[src/rtl/hit_detect_if.sv]
// hit_detect port bundle: fire request and positions in, kill/miss pulses and busy out.
// master drives the request side, slave is the detector.
interface hit_detect_if #(
    parameter int X_WIDTH = 10,
    parameter int Y_WIDTH = 10
);
    logic               fire;
    logic [X_WIDTH-1:0] cross_x;
    logic [Y_WIDTH-1:0] cross_y;
    logic [X_WIDTH-1:0] tgt1_x;
    logic [X_WIDTH-1:0] tgt2_x;
    logic [X_WIDTH-1:0] tgt3_x;
    logic [Y_WIDTH-1:0] tgt1_y;
    logic [Y_WIDTH-1:0] tgt2_y;
    logic [Y_WIDTH-1:0] tgt3_y;
    logic [2:0]         tgt_alive;
    logic               hit1;
    logic               hit2;
    logic               hit3;
    logic               miss;
    logic               busy;

    modport master (
        output fire, cross_x, cross_y,
        output tgt1_x, tgt2_x, tgt3_x,
        output tgt1_y, tgt2_y, tgt3_y,
        output tgt_alive,
        input  hit1, hit2, hit3, miss, busy
    );

    modport slave (
        input  fire, cross_x, cross_y,
        input  tgt1_x, tgt2_x, tgt3_x,
        input  tgt1_y, tgt2_y, tgt3_y,
        input  tgt_alive,
        output hit1, hit2, hit3, miss, busy
    );
endinterface

[src/rtl/hit_detect.sv]
// Fire-to-hit converter: snapshot, per-target hit box test, serialized kill pulses, cooldown.
// Optional HIT_DETECT_FIRE_QUEUE_EN holds one fire request made while busy.
module hit_detect #(
    parameter int X_WIDTH         = 10,
    parameter int Y_WIDTH         = 10,
    parameter int HIT_RADIUS      = 16,
    parameter int COOLDOWN_CYCLES = 1_000_000,
    parameter int CNT_WIDTH       = 20
) (
    input  logic          clk,
    input  logic          rst,
    hit_detect_if.slave   io
);

    localparam logic [2:0] IDLE     = 3'd0;
    localparam logic [2:0] DIST     = 3'd1;
    localparam logic [2:0] CHECK1   = 3'd2;
    localparam logic [2:0] CHECK2   = 3'd3;
    localparam logic [2:0] CHECK3   = 3'd4;
    localparam logic [2:0] COOLDOWN = 3'd5;

    localparam int DW = ((X_WIDTH > Y_WIDTH) ? X_WIDTH : Y_WIDTH) + 1;
    localparam logic [DW-1:0]        RAD     = DW'(HIT_RADIUS);
    localparam logic [CNT_WIDTH-1:0] CD_LOAD = CNT_WIDTH'(COOLDOWN_CYCLES - 1);

    logic [2:0]                state;
    logic [2:0]                state_nxt;
    logic [CNT_WIDTH-1:0]      cnt;
    logic                      take;
    logic                      pend;
    logic                      cd_done;

    logic [X_WIDTH-1:0]        cx_q;
    logic [Y_WIDTH-1:0]        cy_q;
    logic [2:0][X_WIDTH-1:0]   tx_q;
    logic [2:0][Y_WIDTH-1:0]   ty_q;
    logic [2:0]                alive_q;
    logic [2:0][DW-1:0]        dx_q;
    logic [2:0][DW-1:0]        dy_q;
    logic [2:0]                m;
    logic                      any_q;

    logic hit1_q, hit2_q, hit3_q, miss_q, busy_q;

    // Operands are zero-extended so the sign bit of the difference is the MSB.
    function automatic logic [DW-1:0] absd(input logic [DW-1:0] a, input logic [DW-1:0] b);
        logic [DW-1:0] d;
        d = a - b;
        return d[DW-1] ? (~d + 1'b1) : d;
    endfunction

`ifdef HIT_DETECT_FIRE_QUEUE_EN
    logic fire_q;
    logic pending;

    always_ff @(posedge clk) begin
        if (!rst) begin
            fire_q  <= 1'b0;
            pending <= 1'b0;
        end else begin
            fire_q <= io.fire;
            if (take)
                pending <= 1'b0;
            else if (io.fire && !fire_q && busy_q)
                pending <= 1'b1;
        end
    end

    assign pend = pending;
`else
    assign pend = 1'b0;
`endif

    assign cd_done = (state == COOLDOWN) && (cnt == '0);

    always_comb begin
        take = 1'b0;
        unique case (1'b1)
            state == IDLE: take = io.fire | pend;
            cd_done:       take = io.fire | pend;
            default:       take = 1'b0;
        endcase
    end

    always_comb begin
        state_nxt = state;
        unique case (1'b1)
            state == IDLE:     state_nxt = take ? DIST : IDLE;
            state == DIST:     state_nxt = CHECK1;
            state == CHECK1:   state_nxt = CHECK2;
            state == CHECK2:   state_nxt = CHECK3;
            state == CHECK3:   state_nxt = COOLDOWN;
            state == COOLDOWN: state_nxt = cd_done ? (take ? DIST : IDLE) : COOLDOWN;
            default:           state_nxt = IDLE;
        endcase
    end

    always_comb begin
        m = '0;
        for (int k = 0; k < 3; k++)
            m[k] = alive_q[k] && (dx_q[k] <= RAD) && (dy_q[k] <= RAD);
    end

    always_ff @(posedge clk) begin
        if (!rst) begin
            state   <= IDLE;
            cnt     <= '0;
            cx_q    <= '0;
            cy_q    <= '0;
            tx_q    <= '0;
            ty_q    <= '0;
            alive_q <= '0;
            dx_q    <= '0;
            dy_q    <= '0;
            any_q   <= 1'b0;
            hit1_q  <= 1'b0;
            hit2_q  <= 1'b0;
            hit3_q  <= 1'b0;
            miss_q  <= 1'b0;
            busy_q  <= 1'b0;
        end else begin
            state  <= state_nxt;
            busy_q <= (state_nxt != IDLE);
            hit1_q <= 1'b0;
            hit2_q <= 1'b0;
            hit3_q <= 1'b0;
            miss_q <= 1'b0;
            if (take) begin
                cx_q    <= io.cross_x;
                cy_q    <= io.cross_y;
                tx_q    <= {io.tgt3_x, io.tgt2_x, io.tgt1_x};
                ty_q    <= {io.tgt3_y, io.tgt2_y, io.tgt1_y};
                alive_q <= io.tgt_alive;
            end
            unique case (1'b1)
                state == DIST: begin
                    for (int k = 0; k < 3; k++) begin
                        dx_q[k] <= absd(DW'(cx_q), DW'(tx_q[k]));
                        dy_q[k] <= absd(DW'(cy_q), DW'(ty_q[k]));
                    end
                end
                state == CHECK1: begin
                    hit1_q <= m[0];
                    any_q  <= m[0];
                end
                state == CHECK2: begin
                    hit2_q <= m[1];
                    any_q  <= any_q | m[1];
                end
                state == CHECK3: begin
                    hit3_q <= m[2];
                    miss_q <= !(any_q | m[2]);
                    cnt    <= CD_LOAD;
                end
                state == COOLDOWN: begin
                    if (!cd_done)
                        cnt <= cnt - 1'b1;
                end
                default: ;
            endcase
        end
    end

    assign io.hit1 = hit1_q;
    assign io.hit2 = hit2_q;
    assign io.hit3 = hit3_q;
    assign io.miss = miss_q;
    assign io.busy = busy_q;

endmodule

[src/flat_wrapper.sv]
// flat-port wrapper written by rule: the top's interface ports become plain ports
module hit_detect_flat 
#(
    parameter int X_WIDTH         = 10,
    parameter int Y_WIDTH         = 10,
    parameter int HIT_RADIUS      = 16,
    parameter int COOLDOWN_CYCLES = 1_000_000,
    parameter int CNT_WIDTH       = 20
)
  (clk, rst, io_fire, io_cross_x, io_cross_y, io_tgt1_x, io_tgt2_x, io_tgt3_x, io_tgt1_y, io_tgt2_y, io_tgt3_y, io_tgt_alive, io_hit1, io_hit2, io_hit3, io_miss, io_busy);
  hit_detect_if #(.X_WIDTH(X_WIDTH), .Y_WIDTH(Y_WIDTH)) io_i ();
  input  logic clk;
  input  logic rst;
  input wire logic [$bits(io_i.fire)-1:0] io_fire;
  input wire logic [$bits(io_i.cross_x)-1:0] io_cross_x;
  input wire logic [$bits(io_i.cross_y)-1:0] io_cross_y;
  input wire logic [$bits(io_i.tgt1_x)-1:0] io_tgt1_x;
  input wire logic [$bits(io_i.tgt2_x)-1:0] io_tgt2_x;
  input wire logic [$bits(io_i.tgt3_x)-1:0] io_tgt3_x;
  input wire logic [$bits(io_i.tgt1_y)-1:0] io_tgt1_y;
  input wire logic [$bits(io_i.tgt2_y)-1:0] io_tgt2_y;
  input wire logic [$bits(io_i.tgt3_y)-1:0] io_tgt3_y;
  input wire logic [$bits(io_i.tgt_alive)-1:0] io_tgt_alive;
  output wire logic [$bits(io_i.hit1)-1:0] io_hit1;
  output wire logic [$bits(io_i.hit2)-1:0] io_hit2;
  output wire logic [$bits(io_i.hit3)-1:0] io_hit3;
  output wire logic [$bits(io_i.miss)-1:0] io_miss;
  output wire logic [$bits(io_i.busy)-1:0] io_busy;
  assign io_i.fire = io_fire;
  assign io_i.cross_x = io_cross_x;
  assign io_i.cross_y = io_cross_y;
  assign io_i.tgt1_x = io_tgt1_x;
  assign io_i.tgt2_x = io_tgt2_x;
  assign io_i.tgt3_x = io_tgt3_x;
  assign io_i.tgt1_y = io_tgt1_y;
  assign io_i.tgt2_y = io_tgt2_y;
  assign io_i.tgt3_y = io_tgt3_y;
  assign io_i.tgt_alive = io_tgt_alive;
  assign io_hit1 = io_i.hit1;
  assign io_hit2 = io_i.hit2;
  assign io_hit3 = io_i.hit3;
  assign io_miss = io_i.miss;
  assign io_busy = io_i.busy;
  hit_detect #(.X_WIDTH(X_WIDTH), .Y_WIDTH(Y_WIDTH), .HIT_RADIUS(HIT_RADIUS), .COOLDOWN_CYCLES(COOLDOWN_CYCLES), .CNT_WIDTH(CNT_WIDTH)) u_core (.clk(clk), .rst(rst), .io(io_i));
endmodule
[config.mk]
export PLATFORM = sky130hd
export DESIGN_NAME = hit_detect_flat
export DESIGN_NICKNAME = d
export VERILOG_FILES = /design/src/rtl/hit_detect_if.sv /design/src/rtl/hit_detect.sv /design/src/flat_wrapper.sv
export SDC_FILE = /design/constraint.sdc
export NUM_CORES = 1
export LEC_CHECK = 0
export CAP_MARGIN = 10
export CORE_ASPECT_RATIO = 1.5
export CORE_MARGIN = 1
export CORE_UTILIZATION = 25
export CTS_CLUSTER_DIAMETER = 50
export DETAILED_ROUTE_END_ITERATION = 12
export PLACE_DENSITY = 0.38
export SLEW_MARGIN = 20
export SYNTH_ARGS = -nofsm -noshare
export SYNTH_HDL_FRONTEND = slang
export SYNTH_SLANG_ARGS = --single-unit
[constraint.sdc]
create_clock -name clk -period 4 [get_ports clk]
set_clock_uncertainty 0.05 [all_clocks]
set_input_delay 0.8 -clock clk [delete_from_list [all_inputs] [get_ports clk]]
set_output_delay 0.8 -clock clk [all_outputs]
set_load 0.005 [all_outputs]
* Word-level counts from Yosys, hierarchy flattened *
Cells that the tools add are included.

operators by class
  equality and inequality tests = 6
  multiplexer cells = 13
  add/subtract/negate cells = 13
  reductions and logical operators = 18
  bitwise gates (word level) = 8
  order comparisons = 6

operators with widths
  cell                                                  number
  adder 11 x 1 -> 11 bit, second input constant         6
  <= comparator 11 x 5 -> 1 bit, second input constant  6
  2-to-1 mux 11 bit                                     6
  inverter 11 bit                                       6
  subtractor 10 x 10 -> 11 bit                          6
  one-hot mux 20 bit (2 select lines)                   1
  logical NOT 20 bit                                    1
  2-to-1 mux 20 bit                                     1
  subtractor 20 x 1 -> 20 bit, second input constant    1
  one-hot mux 3 bit (6 select lines)                    1
  AND reduction 2 bit                                   4
  logical AND 1 bit                                     7
  equality test 3 x 2 -> 1 bit, second input constant   2
  equality test 3 bit, second input constant            2
  nonzero test 2 bit                                    2
  equality test 3 x 1 -> 1 bit, second input constant   1
  logical NOT 3 bit                                     1
  2-to-1 mux 3 bit                                      1
  nonzero test 3 bit                                    1
  2-to-1 mux 1 bit                                      2
  inequality test 2 bit, second input constant          1
  bitwise OR 1 bit                                      2
  one-hot mux 1 bit (2 select lines)                    1
  OR reduction 2 bit                                    1
  logical NOT 1 bit                                     1

storage, ports and cells
  register bits after elaboration = 178
  output and inout bits = 5
  input bits = 86
  word-level logic and storage cells = 87

* Longest topological paths before layout *
  depth after elaboration = 8
  mapped depth = 13
  depth with buffers taken out = 12

* Least setup slack after synthesis *
No wires, ideal clock.

  kind = reg-to-reg
  start = register u_core.cx_q[0]
  end = register u_core.dx_q[28] (netlist name)
  library setup time = 122 ps
  arrival time = 2661 ps
  data required time = 3828 ps
  cell stages (with the launch flop) = 13
  setup slack = 1167 ps
  clock period less this slack = 2833 ps
  path buffers = 0
  path through = dfxtp_1 > inv_1 > ha_1 > inv_1 > fa_1 > and2_1 > o21ai_1 > mux2_2 > a22o_1 > a22o_1 > a21oi_1 > nor3_1 > a311o_1

on the way
  word-level cells in the longest chain between the ends = 4

RTL lines
  item                              RTL line           RTL
  start, declared                   hit_detect.sv:33   logic [X_WIDTH-1:0] cx_q;
  start signal, assigned            hit_detect.sv:129  cx_q <= io.cross_x;
  subtractor 10 x 10 -> 11 bit (*)  hit_detect.sv:48   d = a - b;
  inverter 11 bit                   hit_detect.sv:49   return d[DW-1] ? (~d + 1'b1) : d;
  adder 11 x 1 -> 11 bit            hit_detect.sv:49
  2-to-1 mux 11 bit (*)             hit_detect.sv:49
  end signal, assigned by index     hit_detect.sv:138  dx_q[k] <= absd(DW'(cx_q), DW'(tx_q[k]));
  end, declared                     hit_detect.sv:38   logic [2:0][DW-1:0] dx_q;

Every way passes the cells marked *; elsewhere a longest branch is shown, timed or not.
A chain may end at the register's enable or synchronous reset.

* Worst setup path after layout *
  start = register u_core.cx_q[0]
  end = register u_core.dx_q[25] (netlist name)

The elaborated chain is that of the path after synthesis.

==> impl_results.md <==
- Seq cells post-synth: 178
- Worst endpoint required time: around 4.3 ns
- Ranking of synthesized cells by area: dfxtp_1, ha_1, nand3_1
- Slew Limit Fails: 0
- First-pass GRT wire length: 51.2 mm
- Worst path max stage delay: roughly 0.42 ns
- GPL Wtd Cong: about 0.83
- Post-synth EDFFs: 0
- Post-DRT Antenna Nets: 0
- RSZ-0062 raised after global routing: false
- R2R depth: 12
- Largest family of logic cells by synthesized area: compound AO/OA/AOI/OAI gates
- Clk sinks: approximately 180
- CTS tree: done
- Simple-gate share of the synthesized area: between 20% and 30%
- Worst setup path class: flop to flop
- Tightest Pin Transition: just under 0.9 ns
- Clk Latency, worst-skew pair: roughly 0.45 ns
- Synth Area in Compound Gates: between 20% and 30%
- Hold wc startpoint: u_core.any_q
- R2R setup slack: about 0.85 ns
- Power density cells: 726 nW/um^2
- Post-place instance area: roughly 12000 um^2
- Hold worst-path end: u_core.io.miss
- Design Area, Final: approximately 13000 um^2
- Avg WL per Cell: ~17 um
- Pre-CTS setup slack: around 0.84 ns
- RR Startpoint: u_core.cx_q[0]
- Reg area: around 3600 um^2
- Final period util: 78.7%
- Cells after Synth: roughly 1300
- Outcome: completed
- Dominant synthesized flop cell: dfxtp_1
- Grt ovf: 0
- Fraction of synthesized cell area in xor and xnor cells: under 10%
- I/O pin total: a little over 90
- CP Cell Sequence: inv_1, ha_1, inv_1, fa_1, and2_1, o21ai_1, a21boi_0, o41ai_2, o21ai_0, buf_4, or3_1, a311oi_1
- Placeable Area: around 43000 um^2
- Cts bufs inserted: 17
- Endpoints failing setup: 0
- Min-delay worst type: flop to flop
- Port bufs: 90
- Fin crit period: approximately 3.1 ns
- Die ar.: 44900 um^2
- WHS Path Cells: 1
- Post-Synth Adder-Cell Area: 8.82%
- CTS hold repair buffers: 0
- Die Span Y: about 260 um
- Row Count: 93
- Worst VDD drop: 0.286 mV
- Largest net degree at the start of global routing: roughly 100
- CP max FO: 13
- DRT Pass-1 Iters: 5
- Max Clock Freq: ~320 MHz
- Clk buf depth: 2
- HPWL after DPL: between 20 and 25 mm
- H-Tree Depth: 4
- FF-to-FF End: u_core.dx_q[25]
- Fin Setup TNS: 0 ns
- Via Count: ~9400
- Static leakage power: 4.67 nW
- Fillers: 4598
- WL final: 32.8 mm
- Share of cells above drive strength 1: under 10%
- Setup crit end kind: flop
- Multi-input logic area: 6540 um^2
- Clock Pin Slew Worst Setup and Hold Paths: roughly 0.070 ns
- Width of the die: between 150 and 200 um
- Number of global-route vias before repair: 9158
- Final worst slack: 0.853 ns
- Post-Synthesis Mean Instance Area: ~8.3 um^2
- Startpoint Class: flop
- Ys async rst share: 0%
- CTS Root Cell: clkbuf_16
- Cell taking the most area after synthesis: dfxtp_1
- Antenna fix cells: 0
- CP max stage cell: fa_1
- Post-cts gate resize count: 0
- Synth top area share: 32.4%
- Normalized max-slew margin: between 40% and 50%
- Synth Warn #: 0
- Mux cell area share after synthesis: 0.557%
- Routed vias/inst: just under 5
- Distinct cells, synth: just over 80
- Post-CTS setup buffer count: 0
- Post-synth net total: between 1000 and 1500
- Cell Area, Synth: between 10000 and 15000 um^2
- Data arrival, critical path: ~3.5 ns
- Final Hold Viols: 0
- Sequential share of the synthesized area: roughly a third
- Final Net Count: around 1500
- Most Frequent Cell on Critical Path: inv_1
- Max-cap violations: 0
- Initial antenna violation count: 0
- GRT Total Usage: 14.7%
- DRC viols: 0
- Starting density of the core: 25.5%
- 1st-iter DRT viols: just over 400
- Layout Area Growth over Synthesis: 16.3%
critical path: cells and delay by family (launching register included):
family | cells | cell delay (ns)
AOI/OAI and AO/OA | 5 | 1.14
DFF | 1 | 0.30
adders and majority gates | 2 | 0.62
and+or+nand+nor | 2 | 0.56
buffers and inverters | 3 | 0.38
area by class of cell:
cell class	count	share of cell area, %
clock buffers	19	3.46
clock inverters	13	1.54
inverters	86	2.53
multi-input cells	990	51.1
flip-flops and latches	178	27.8
well taps	570	5.57
repair buffers	102	8.01
cells in the final DEF (no fill, tap or decap), types with 9 or more instances in the layout:
| cell | n |
|---|---|
| xnor2_1 | 60 |
| nor3_1 | 32 |
| nor2b_1 | 20 |
| nand4_1 | 9 |
| and3_1 | 11 |
| dfxtp_1 | 178 |
| o31ai_1 | 60 |
| nand3_1 | 108 |
| a31oi_1 | 12 |
| nor4_1 | 12 |
| nor2_1 | 96 |
| o21ai_0 | 71 |
| xor2_1 | 39 |
| o21ai_1 | 26 |
| o21a_1 | 22 |
| clkdlybuf4s50_1 | 89 |
| a21o_1 | 15 |
| buf_4 | 10 |
| nand2b_1 | 12 |
| ha_1 | 68 |
| o211ai_1 | 10 |
| clkbuf_16 | 17 |
| a21oi_1 | 63 |
| a211oi_1 | 27 |
| inv_1 | 85 |
| nand2_1 | 96 |
metal layers:
| layer | wire length, um | global-route usage (%) | vias up | part of all wire [%] |
|---|---|---|---|---|
| met4 | 784 | 5.43 | 0 | 2.4 |
| met2 | 16800 | 27.1 | 152 | 51 |
| met5 | 0 | 0 | - | 0 |
| met1 | 14400 | 17.0 | 4389 | 44 |
| li1 | - | - | 4854 | - |
| met3 | 753 | 2.08 | 33 | 2.3 |
worst max-delay path by stage:
stage                         from              end  slack, ns
finish              u_core.cx_q[0]  u_core.dx_q[25]       0.85
global route        u_core.cx_q[0]  u_core.dx_q[25]       0.56
CTS                 u_core.cx_q[0]  u_core.dx_q[25]       0.81
detailed placement  u_core.cx_q[0]  u_core.dx_q[25]       0.84
global placement    u_core.cy_q[0]  u_core.dy_q[29]       0.89
floorplan           u_core.cx_q[0]  u_core.dx_q[28]       1.17
synth_stat cells (22+ instances only):
cell type and number:
dfxtp_1 178, nand3_1 108, nand2_1 96, nor2_1 96
inv_1 85, o21ai_0 71, ha_1 68, a21oi_1 63
o31ai_1 60, xnor2_1 60, clkbuf_1 40, xor2_1 39
nor3_1 32, a211oi_1 27, o21ai_1 26, o21a_1 22
kinds of logic (layout without fill, tap and decap cells):
family / Yosys count / in the layout
xor gates and xnor gates: 99 / 99
DFF: 178 / 178
muxes: 6 / 6
AOI/OAI and AO/OA: 364 / 364
buffers and inverters: 162 / 220
adders and majority gates: 74 / 74
and+or+nand+nor: 447 / 447
per-stage QoR:
stage               hold slack, ns  cells  utilization, %  total power, mW
floorplan                    0.348   1330               -             6.32
global placement             0.387   1926            28.2             7.52
detailed placement           0.393   1926            28.2             7.52
CTS                          0.404   1958            29.7             9.46
global route                 0.420   1958            29.7             10.1
finish                       0.396   1958            29.7             9.30
report_power, final:
| group | leakage (nW) | switching (mW) | internal [mW] |
|---|---|---|---|
| Sequential | 1.46 | 0.273 | 2.15 |
| Clock | 0.302 | 0.808 | 1.08 |
| Combinational | 2.91 | 2.93 | 2.06 |
| Total | 4.67 | 4.01 | 5.29 |
sequential cells by signal (all words and copies together), names as in the netlist, 10 cells and up:
| name | flops |
|---|---|
| u_core.cnt | 20 |
| u_core.cx_q | 10 |
| u_core.ty_q | 30 |
| u_core.dy_q | 33 |
| u_core.dx_q | 33 |
| u_core.cy_q | 10 |
| u_core.tx_q | 30 |
(Power assumes the default switching activity.)
